[src/rtl/ask_defs.sv]
// Shared definitions for the ASK framer/modulator/demodulator path.
// State encodings, frame bit values and the carrier word width.
package ask_defs;

    localparam int ASK_FREQ_W    = 6;
    localparam int ASK_DATA_BITS = 8;

    localparam logic ASK_START_BIT = 1'b1;
    localparam logic ASK_STOP_BIT  = 1'b0;

    localparam logic [2:0] ST_IDLE     = 3'd0;
    localparam logic [2:0] ST_PREAMBLE = 3'd1;
    localparam logic [2:0] ST_START    = 3'd2;
    localparam logic [2:0] ST_DATA     = 3'd3;
    localparam logic [2:0] ST_STOP     = 3'd4;

    typedef enum logic [2:0] {
        S_IDLE     = ST_IDLE,
        S_PREAMBLE = ST_PREAMBLE,
        S_START    = ST_START,
        S_DATA     = ST_DATA,
        S_STOP     = ST_STOP
    } ask_state_t;

endpackage

[src/rtl/ask_bit_timer.sv]
// Bit-period down-counter; o_tick marks the last cycle of each bit.
// Held at the top count while i_clear is high.
module ask_bit_timer #(
    parameter int CLKS_PER_BIT = 500
) (
    input  logic i_clk,
    input  logic i_rst_n,
    input  logic i_clear,
    output logic o_tick
);

    localparam int CW = (CLKS_PER_BIT > 1) ? $clog2(CLKS_PER_BIT) : 1;
    localparam logic [CW-1:0] TOP = CW'(CLKS_PER_BIT - 1);

    logic [CW-1:0] cnt;

    always_ff @(posedge i_clk or negedge i_rst_n) begin
        if (!i_rst_n) begin
            cnt <= TOP;
        end else if (i_clear || cnt == '0) begin
            cnt <= TOP;
        end else begin
            cnt <= cnt - 1'b1;
        end
    end

    assign o_tick = !i_clear && (cnt == '0);

endmodule

[src/rtl/ask_bit_framer.sv]
// Byte-to-OOK framer: preamble, start, 8 data bits LSB first, stop.
// Carrier word is latched at accept so it never changes mid-frame.
module ask_bit_framer
    import ask_defs::*;
#(
    parameter int CLKS_PER_BIT  = 500,
    parameter int PREAMBLE_BITS = 8
) (
    input  logic                  i_clk,
    input  logic                  i_rst_n,
    input  logic [7:0]            i_byte,
    input  logic                  i_valid,
    output logic                  o_ready,
    input  logic [ASK_FREQ_W-1:0] i_freq_sel,
    output logic [ASK_FREQ_W-1:0] o_freq_word,
    output logic                  o_data,
    output logic                  o_busy,
    output logic                  o_bit_strobe,
    output logic                  o_clk_en
);

    localparam logic [3:0] PRE_LAST  = 4'(PREAMBLE_BITS - 1);
    localparam logic [3:0] DATA_LAST = 4'(ASK_DATA_BITS - 1);

    ask_state_t state;
    logic [7:0] shreg;
    logic [3:0] bit_cnt;
    logic       tick;

    ask_bit_timer #(
        .CLKS_PER_BIT(CLKS_PER_BIT)
    ) u_timer (
        .i_clk  (i_clk),
        .i_rst_n(i_rst_n),
        .i_clear(state == S_IDLE),
        .o_tick (tick)
    );

    always_ff @(posedge i_clk or negedge i_rst_n) begin
        if (!i_rst_n) begin
            state        <= S_IDLE;
            shreg        <= '0;
            bit_cnt      <= '0;
            o_data       <= 1'b0;
            o_freq_word  <= '0;
            o_busy       <= 1'b0;
            o_bit_strobe <= 1'b0;
            o_clk_en     <= 1'b0;
            o_ready      <= 1'b0;
        end else begin
            o_clk_en     <= 1'b1;
            o_bit_strobe <= 1'b0;
            unique case (state)
                S_IDLE: begin
                    o_data  <= 1'b0;
                    o_busy  <= 1'b0;
                    o_ready <= 1'b1;
                    if (i_valid && o_ready) begin
                        shreg        <= i_byte;
                        o_freq_word  <= i_freq_sel;
                        o_ready      <= 1'b0;
                        o_busy       <= 1'b1;
                        o_bit_strobe <= 1'b1;
                        bit_cnt      <= '0;
                        if (PREAMBLE_BITS == 0) begin
                            state  <= S_START;
                            o_data <= ASK_START_BIT;
                        end else begin
                            state  <= S_PREAMBLE;
                            o_data <= 1'b1;
                        end
                    end
                end
                S_PREAMBLE: begin
                    if (tick) begin
                        o_bit_strobe <= 1'b1;
                        if (bit_cnt == PRE_LAST) begin
                            state   <= S_START;
                            o_data  <= ASK_START_BIT;
                            bit_cnt <= '0;
                        end else begin
                            // next bit index is odd exactly when the current one is even
                            bit_cnt <= bit_cnt + 1'b1;
                            o_data  <= bit_cnt[0];
                        end
                    end
                end
                S_START: begin
                    if (tick) begin
                        o_bit_strobe <= 1'b1;
                        state        <= S_DATA;
                        o_data       <= shreg[0];
                        bit_cnt      <= '0;
                    end
                end
                S_DATA: begin
                    if (tick) begin
                        o_bit_strobe <= 1'b1;
                        if (bit_cnt == DATA_LAST) begin
                            state  <= S_STOP;
                            o_data <= ASK_STOP_BIT;
                        end else begin
                            shreg   <= shreg >> 1;
                            o_data  <= shreg[1];
                            bit_cnt <= bit_cnt + 1'b1;
                        end
                    end
                end
                S_STOP: begin
                    if (tick) begin
                        state   <= S_IDLE;
                        o_data  <= 1'b0;
                        o_busy  <= 1'b0;
                        o_ready <= 1'b1;
                    end
                end
                default: state <= S_IDLE;
            endcase
        end
    end

endmodule

[config.mk]
export PLATFORM = sky130hd
export DESIGN_NAME = ask_bit_framer
export DESIGN_NICKNAME = d
export VERILOG_FILES = /design/src/rtl/ask_defs.sv /design/src/rtl/ask_bit_timer.sv /design/src/rtl/ask_bit_framer.sv
export SDC_FILE = /design/constraint.sdc
export NUM_CORES = 1
export LEC_CHECK = 0
export ABC_CLOCK_PERIOD_IN_PS = 4200
export CORE_UTILIZATION = 30
export DETAILED_ROUTE_END_ITERATION = 7
export RECOVER_POWER = 100
export SYNTH_ARGS = -nofsm -noshare
export SYNTH_HDL_FRONTEND = slang
export SYNTH_SLANG_ARGS = --single-unit
[constraint.sdc]
create_clock -name i_clk -period 4.2 [get_ports i_clk]
set_input_delay 1.05 -clock i_clk [delete_from_list [all_inputs] [get_ports i_clk]]
set_output_delay 1.05 -clock i_clk [all_outputs]
set_load 0.02 [all_outputs]
==> results of run 1 <==
[sequential cells by signal, indices dropped and copies added (netlist names)]
name	count
o_freq_word	6
o_busy	1
bit_cnt	4
o_ready	1
o_data	1
u_timer.cnt	9
shreg	8
o_clk_en	1
state	3
o_bit_strobe	1
[kinds of logic (layout without fill, tap and decap cells)]
| kind of cell | count (synthesis) | after routing | synth area share |
|---|---|---|---|
| and+or+nand+nor | 56 | 56 | 0.177 |
| DFF | 35 | 35 | 0.490 |
| adders and majority gates | 3 | 3 | 0.0194 |
| buffers and inverters | 10 | 42 | 0.0222 |
| muxes | 22 | 22 | 0.151 |
| xor gates and xnor gates | 7 | 7 | 0.0339 |
| other | 1 | 1 | 0.00208 |
| AOI/OAI and AO/OA | 23 | 23 | 0.105 |
[how the worst min path moves through the flow]
| stage | from | end | slack (ns) | depth (start not counted) |
|---|---|---|---|---|
| finish | o_busy | o_busy | 0.47 | 1 |
| floorplan | u_timer.cnt[0] | u_timer.cnt[0] | 0.44 | 1 |
| global route | o_busy | o_busy | 0.52 | 1 |
| global placement | u_timer.cnt[0] | u_timer.cnt[0] | 0.45 | 1 |
| detailed placement | u_timer.cnt[0] | u_timer.cnt[0] | 0.45 | 1 |
| CTS | u_timer.cnt[0] | u_timer.cnt[0] | 0.47 | 1 |
[placed cells by master (no fill, tap or decap), drive strengths merged, types with 2 or more instances in the layout]
master         Yosys  routed
nand3              4       4
dlygate4sd3        0      13
o21ai              4       4
a31oi              3       3
xnor2              3       3
nor2b              2       2
inv                6       6
nor4b              2       2
mux2              21      21
dfrtp             28      28
dfstp              7       7
clkdlybuf4s50      0      14
ha                 2       2
nand2             12      12
a21oi              2       2
or3                2       2
or2                2       2
nor3               6       6
nor2              16      16
a32o               2       2
xor2               4       4
nand3b             3       3
clkbuf             2       7
[through the flow]
stage,instances,power (uW),setup slack [ns],area (um2),hold slack [ns]
finish,261,1040,0.981,2210,0.470
global route,261,1110,0.862,2210,0.515
CTS,261,1070,1.68,2270,0.473
detailed placement,253,764,1.39,2160,0.454
global placement,253,758,1.39,2160,0.449
floorplan,157,664,1.95,1810,0.435
[per-layer routing]
metal / wire length, um / part of all wire / vias up
met5: 0 / 0 / -
met2: 1450 / 0.42 / 30
li1: - / - / 629
met1: 1830 / 0.53 / 590
met3: 147 / 0.042 / 6
met4: 51 / 0.015 / 0
[report_power, final]
group / internal, uW / total, uW / switching [uW]
Combinational: 127 / 234 / 107
Clock: 177 / 305 / 127
Sequential: 434 / 506 / 72.5
[final cells by class]
type / instances / area share
Multi-Input combinational cell: 112 / 0.375
Timing Repair Buffer: 28 / 0.124
Inverter: 6 / 0.0102
Tap cell: 72 / 0.0408
Sequential cell: 35 / 0.401
Clock inverter: 2 / 0.0170
Clock buffer: 6 / 0.0329
[worst reg2reg max path, delay by kind of cell (launching register included)]
family / cells / cell delay (ns)
mux: 1 / 0.43
flops: 1 / 0.53
compound gates: 1 / 0.54
simple gates: 2 / 1.18
==> metrics.yaml, run 1 <==
run_status: "complete, but fails checks"
violations: "max-capacitance violations, max-slew violations"
holdBufCountCts: 0
p_per_area_nw_per_um2: 473
detail-route-antenna-nets: 0
endpoint_kind: "register"
ys_top_cells_by_count: "28 x dfrtp_1, 15 x nor2_1, 14 x mux2_2"
yosysMostFrequentCell: "dfrtp_1"
cts.clk_slew.worst_paths_ns: 0.08
cp.arrival_ns: 3.40
antenna_found_initial: 0
timing.rr.end: "shreg[3]"
critPathCapture: "shreg[3]"
drt_iter0_drc: 99
wl_per_cell_um: 13.3
grtUsageMet2: 0.174
r2r-start: "state[0]"
ys.warnings.count: 0
drive_gt1_frac: 0.196
wl_mm: 3.48
critPathMaxStageDelay_ns: 0.70
rrSetupSlack_ns: 1.40
multi_input_area_um2: 827
grt.busiest_layer: "met1"
dieHeight_um: 79.6
met3_usage: 0.0331
fin_nets: 207
grt_pass1_vias: 1213
cts.sinks: 35
grt.met1_usage: 0.180
worst_pin_slew_ns: 1.85
critPathTopFamily: "simple AND/OR/NAND/NOR gates"
root_buffer: "clkbuf_8"
power.leakage_uw: 0.000906
vias_per_cell: 4.81
synth.area.top_cells: "dfrtp_1 39%, dfstp_2 10%, mux2_2 8.7%"
required_ns: 4.38
grt_pass1_wl_mm: 5.98
drc_errors: 0
slew_headroom: -0.231
max_freq_mhz: 311
setup_viol: 0
synth_top_area_share: 0.388
fp.dieW_um: 79.6
synth_area_per_cell_um2: 11.5
worstSetupPathType: "primary input to register"
ys_ff_latch: 35
yosysSeqAreaShare: 0.490
regArea_um2: 885
cp-start-kind: "primary input"
dr.pass1.iters: 4
antennaDiodeCount: 0
grt_max_degree: 36
syn2layout_area_growth_pct: 22.2
dp_hpwl_mm: 2.40
r2r_cells: 4
synth_fp_nets: 176
worstSkewPairLatency_ns: 0.29
cts.repair.resized: 0
synth_ff_type: "dfrtp_1"
hold_class: "register to register"
num_rows: 27
finalClockSkew_ns: 0.0104
ys_types: 48
place_congestion: 0.774
worst_path_max_delay_cell: "nor2_1"
crit_start: "i_valid"
yosysTopAreaCell: "dfrtp_1"
cts.path.max_buffers: 2
tritoncts: "done"
cts_setup_buffers: 0
htreeDepth: 2
io_pins: 28
core_area_um2: 5640
path_cells: "dlygate4sd3_1, nand2_1, nor2_1, o22ai_1, mux2_4"
drv_cap: 1
start_util: 0.320
min_period_over_period: 0.767
io_buffers: 27
rsz0062_at_grt: "no"
hold_violations: 0
ir_drop_mv: 0.176
dieArea_um2: 6340
maxSlewViolCount: 36
syn_area_um2: 1810
synthArstFlopShare: 1.00
syn_inst: 157
setup-tns-final_ns: 0
synth_edf_count: 0
min_period_ns: 3.22
final_core_util: 0.391
grt_usage: 0.126
fill_cells: 565
cp.depth: 5
numCtsBuffers: 5
num_vias: 1255
critPathBufInv: 1
critPathMaxFanout: 10
grt_overflow_total: 0
(Power assumes the default switching activity.)
==> run 2: changes to the inputs <==
--- a/config.mk
+++ b/config.mk
@@ -5,7 +5,7 @@
 export SDC_FILE = /design/constraint.sdc
 export NUM_CORES = 1
 export LEC_CHECK = 0
-export ABC_CLOCK_PERIOD_IN_PS = 4200
+export ABC_CLOCK_PERIOD_IN_PS = 2800
 export CORE_UTILIZATION = 30
 export DETAILED_ROUTE_END_ITERATION = 7
 export RECOVER_POWER = 100
==> constraint.sdc (replaced) <==
create_clock -name i_clk -period 2.8 [get_ports i_clk]
set_input_delay 0.7 -clock i_clk [delete_from_list [all_inputs] [get_ports i_clk]]
set_output_delay 0.7 -clock i_clk [all_outputs]
set_load 0.02 [all_outputs]
==> metrics.yaml, run 2 (synthesis gave the netlist of run 1 again) <==
cts.clk_slew.worst_paths_ns: 0.07  # was 0.08 ns
grt_overflow_total: 0  # unchanged
grt_max_degree: 36  # unchanged
num_vias: 1272  # was 1255
htreeDepth: 2  # unchanged
maxSlewViolCount: 0  # was 36
place_congestion: 0.777  # was 0.774
final_core_util: 0.397  # was 0.391
mostFrequentLayoutCells: "28 x dfrtp_1, 15 x nor2_1, 14 x mux2_2, 14 x clkdlybuf4s50_1, 13 x dlygate4sd3_1"  # was 28 x dfrtp_1, 16 x nor2_1, 15 x mux2_2
hold_class: "register to register"  # unchanged
power.leakage_uw: 0.000938  # was 0.000906 uW
cts.sinks: 35  # unchanged
root_buffer: "clkbuf_8"  # unchanged
start_util: 0.320  # unchanged
hold_violations: 0  # unchanged
critPathMaxStageDelay_ns: 0.51  # was 0.70 ns
place_worst_setup_slack_ns: 0.313  # was 1.39 ns
grt_usage: 0.126  # about the same
path_cells: "inv_1, ha_1, nor4b_1, nand3_1, a31oi_1, mux2_2"  # was dlygate4sd3_1, nand2_1, nor2_1, o22ai_1, mux2_4
critPathBufInv: 1  # unchanged
detail-route-antenna-nets: 0  # unchanged
run_status: "complete, no violations"  # was complete, but fails checks
cts.repair.resized: 0  # unchanged
rsz0062_at_grt: "no"  # unchanged
critPathMaxFanout: 6  # was 10
cp.arrival_ns: 2.54  # was 3.40 ns
critPathTopFamily: "simple AND/OR/NAND/NOR gates"  # unchanged
ir_drop_mv: 0.257  # was 0.176 mV
dp_hpwl_mm: 2.42  # was 2.40 mm
drv_cap: 0  # was 1
cp-start-kind: "register"  # was primary input
drt_iter0_drc: 98  # was 99
drc_errors: 0  # unchanged
fill_cells: 552  # was 565
endpoint_kind: "register"  # unchanged
core_area_um2: 5640  # unchanged
dieArea_um2: 6340  # unchanged
io_buffers: 27  # unchanged
dr.pass1.iters: 4  # unchanged
finalClockSkew_ns: 0.00526  # was 0.0104 ns
worstSetupPathType: "register to register"  # was primary input to register
grt_pass1_vias: 1182  # was 1213
grt_pass1_wl_mm: 5.90  # was 5.98 mm
syn2layout_area_growth_pct: 24.0  # was 22.2%
antenna_found_initial: 0  # unchanged
vias_per_cell: 4.85  # was 4.81
io_pins: 28  # unchanged
reg_top3: "u_timer.cnt (9), shreg (8), o_freq_word (6)"  # unchanged
dieHeight_um: 79.6  # unchanged
num_rows: 27  # unchanged
drive_gt1_frac: 0.195  # was 0.196
setup-tns-final_ns: 0  # unchanged
numCtsBuffers: 5  # unchanged
holdBufCountCts: 0  # unchanged
fin_nets: 208  # was 207
largest_reg_flops: 9  # unchanged
worst_path_max_delay_cell: "nor4b_1"  # was nor2_1
min_period_over_period: 0.847
cts_setup_buffers: 0  # unchanged
layout_commonest_cell: "dfrtp_1"  # unchanged
slew_headroom: 0.424  # was -0.231
wl_per_cell_um: 13.1  # was 13.3 um
required_ns: 2.97  # was 4.38 ns
min_period_ns: 2.37
p_per_area_nw_per_um2: 703  # was 473 nW/um2
worstSkewPairLatency_ns: 0.29  # about the same
max_freq_mhz: 422
setup_viol: 0  # unchanged
worst_pin_slew_ns: 0.865  # was 1.85 ns
antennaDiodeCount: 0  # unchanged
timing.final.ws_setup_ns: 0.428  # was 0.981 ns
wl_mm: 3.42  # was 3.48 mm
fp.dieW_um: 79.6  # unchanged
largest_register: "u_timer.cnt"  # unchanged
tritoncts: "done"  # unchanged
cts.path.max_buffers: 2  # unchanged
==> run 2: path summary, 6_finish.rpt <==
| path | from | end | slack, ns | depth (start not counted) |
|---|---|---|---|---|
| worst min-delay path | u_timer.cnt[0] | u_timer.cnt[0] | 0.48 | 1 |
| worst max register to register | u_timer.cnt[0] | bit_cnt[0] | 0.43 | 6 |
| worst min register to register | u_timer.cnt[0] | u_timer.cnt[0] | 0.48 | 1 |
| min in group asynchronous | i_rst_n | shreg[1] | 1.05 | 2 |
| worst max-delay path | u_timer.cnt[0] | bit_cnt[0] | 0.43 | 6 |
| max in group asynchronous | i_rst_n | shreg[4] | 1.21 | 2 |
==> run 2: cell type report <==
cell class,instances,area [um2],area share
Clock buffer,6,82.6,0.0369
Clock inverter,2,35.0,0.0156
Inverter,6,22.5,0.0101
Multi-Input combinational cell,112,842,0.376
Sequential cell,35,885,0.395
Tap cell,72,90.1,0.0402
Timing Repair Buffer,29,283,0.126
==> run 2: per-stage QoR <==
step	cells	instance area, um2	total power, uW	hold WS [ns]
global placement	254	2160	1140	0.449
detailed placement	254	2160	1140	0.452
floorplan	157	1810	996	0.404
global route	262	2240	1700	0.524
finish	262	2240	1570	0.484
CTS	262	2280	1630	0.471
==> run 2: report_power, final <==
group / leakage, uW / switching [uW] / internal, uW
Clock: 0.0000612 / 183 / 288
Sequential: 0.000417 / 109 / 651
Combinational: 0.000460 / 165 / 180
==> run 2: routing by layer <==
layer	vias to the layer above	part of all wire	GRT usage	wire length (um)
met5	-	0	0	0
met4	0	0.0050	0.0545	17
met3	2	0.045	0.0411	154
met2	28	0.43	0.168	1490
met1	613	0.52	0.181	1760
li1	629	-	-	-
==> run 3: changes to the inputs <==
--- a/config.mk
+++ b/config.mk
@@ -5,7 +5,7 @@
 export SDC_FILE = /design/constraint.sdc
 export NUM_CORES = 1
 export LEC_CHECK = 0
-export ABC_CLOCK_PERIOD_IN_PS = 2800
+export ABC_CLOCK_PERIOD_IN_PS = 2050
 export CORE_UTILIZATION = 30
 export DETAILED_ROUTE_END_ITERATION = 7
 export RECOVER_POWER = 100
==> constraint.sdc (replaced) <==
create_clock -name i_clk -period 2.05 [get_ports i_clk]
set_input_delay 0.5125 -clock i_clk [delete_from_list [all_inputs] [get_ports i_clk]]
set_output_delay 0.5125 -clock i_clk [all_outputs]
set_load 0.02 [all_outputs]
==> metrics.yaml, run 3 (synthesis gave the netlist of run 1 again) <==
holdBufCountCts: 0  # unchanged
cts.repair.resized: 0  # unchanged
cp-start-kind: "register"  # unchanged
cts.path.max_buffers: 2  # unchanged
cp.arrival_ns: 2.15  # was 2.54 ns
num_rows: 27  # unchanged
run_status: "complete, no violations"  # unchanged
min_period_ns: 1.97  # was 2.37 ns
wl_mm: 3.71  # was 3.42 mm
grt_pass1_vias: 1325  # was 1182
cts.clk_slew.worst_paths_ns: 0.07  # about the same
core_area_um2: 5640  # unchanged
finalPower_uw: 2230  # was 1570 uW
reg_top3: "u_timer.cnt (9), shreg (8), o_freq_word (6)"  # unchanged
place_worst_setup_slack_ns: 0.0428  # was 0.313 ns
p_per_area_nw_per_um2: 954  # was 703 nW/um2
place_congestion: 0.774  # was 0.777
setup-tns-final_ns: 0  # unchanged
vias_per_cell: 4.89  # was 4.85
io_buffers: 27  # unchanged
worstSkewPairLatency_ns: 0.29  # about the same
grt_pass1_wl_mm: 6.35  # was 5.90 mm
mostFrequentLayoutCells: "28 x dfrtp_1, 16 x nor2_1, 15 x clkdlybuf4s50_1"  # was 28 x dfrtp_1, 15 x nor2_1, 14 x mux2_2, 14 x clkdlybuf4s50_1, 13 x dlygate4sd3_1
antenna_found_initial: 0  # unchanged
worstSetupPathType: "register to register"  # unchanged
drc_errors: 0  # unchanged
setup_viol: 0  # unchanged
fill_cells: 535  # was 552
endpoint_kind: "register"  # unchanged
worstHoldStart: "u_timer.cnt[0]"  # unchanged
critPathMaxFanout: 8  # was 6
maxSlewViolCount: 0  # unchanged
hold_class: "register to register"  # unchanged
r2r-start: "u_timer.cnt[0]"  # unchanged
syn2layout_area_growth_pct: 29.7  # was 24.0%
drt_iter0_drc: 68  # was 98
power.leakage_uw: 0.000996  # was 0.000938 uW
min_period_over_period: 0.960  # was 0.847
num_vias: 1341  # was 1272
cts.sinks: 35  # unchanged
detail-route-antenna-nets: 0  # unchanged
grt_overflow_total: 0  # unchanged
timing.final.ws_setup_ns: 0.0826  # was 0.428 ns
rrSetupSlack_ns: 0.08  # was 0.43 ns
io_pins: 28  # unchanged
antennaDiodeCount: 0  # unchanged
dieHeight_um: 79.6  # unchanged
largest_register: "u_timer.cnt"  # unchanged
finalClockSkew_ns: 0.00377  # was 0.00526 ns
numCtsBuffers: 5  # unchanged
dr.pass1.iters: 4  # unchanged
layout_commonest_cell: "dfrtp_1"  # unchanged
max_freq_mhz: 508  # was 422 MHz
wl_per_cell_um: 13.5  # was 13.1 um
ir_drop_mv: 0.471  # was 0.257 mV
crit_start: "u_timer.cnt[0]"  # unchanged
htreeDepth: 2  # unchanged
tritoncts: "done"  # unchanged
cts_setup_buffers: 0  # unchanged
largest_reg_flops: 9  # unchanged
rsz0062_at_grt: "no"  # unchanged
grt_max_degree: 36  # unchanged
fin_nets: 220  # was 208
grt_usage: 0.136  # was 0.126
worst_pin_slew_ns: 0.864  # was 0.865 ns
root_buffer: "clkbuf_8"  # unchanged
final_core_util: 0.415  # was 0.397
dieArea_um2: 6340  # unchanged
dp_hpwl_mm: 2.62  # was 2.42 mm
required_ns: 2.23  # was 2.97 ns
fp.dieW_um: 79.6  # unchanged
start_util: 0.320  # unchanged
drive_gt1_frac: 0.272  # was 0.195
hold_violations: 0  # unchanged
drv_cap: 0  # unchanged
slew_headroom: 0.424  # about the same
==> run 3: per-stage QoR <==
step	instance area [um2]	hold WS, ns	cells
2_1_floorplan	1810	0.217	157
3_3_place_gp	2250	0.445	266
3_5_place_dp	2250	0.447	266
4_1_cts	2380	0.466	274
5_1_grt	2340	0.485	274
6_report	2340	0.466	274
==> run 3: path summary, 6_finish.rpt <==
kind	endpoint	depth (start not counted)
max	shreg[4]	6
min	u_timer.cnt[0]	1
max reg2reg	shreg[4]	6
min reg2reg	u_timer.cnt[0]	1
max in group asynchronous	state[0]	2
min in group asynchronous	u_timer.cnt[2]	2
==> run 3: final cells by class <==
class	count	area, um2	area share
clock inverters	2	38.8	0.0166
repair buffers	41	357	0.152
multi-input cells	112	868	0.371
inverters	6	22.5	0.00961
well taps	72	90.1	0.0384
flip-flops and latches	35	885	0.377
clock buffers	6	82.6	0.0352
==> run 3: metal layers <==
layer / wire length [um] / vias to the layer above / GRT usage
met5: 0 / - / 0
met1: 1820 / 644 / 0.177
met4: 99 / 0 / 0.0800
met3: 181 / 9 / 0.0366
met2: 1610 / 35 / 0.198
li1: - / 653 / -
==> run 3: critical path: stages (launching register included) <==
cell and delay [ns]:
dfstp_2 0.39, inv_1 0.06, ha_2 0.21, or4b_4 0.50
nor3_4 0.19, o22ai_4 0.18, mux2_4 0.33
==> run 3: report_power, final <==
part / switching [uW] / internal, uW / total (uW) / leakage [uW]
Clock: 265 / 400 / 665 / 0.0000618
Sequential: 164 / 891 / 1050 / 0.000418
Combinational: 230 / 285 / 515 / 0.000516
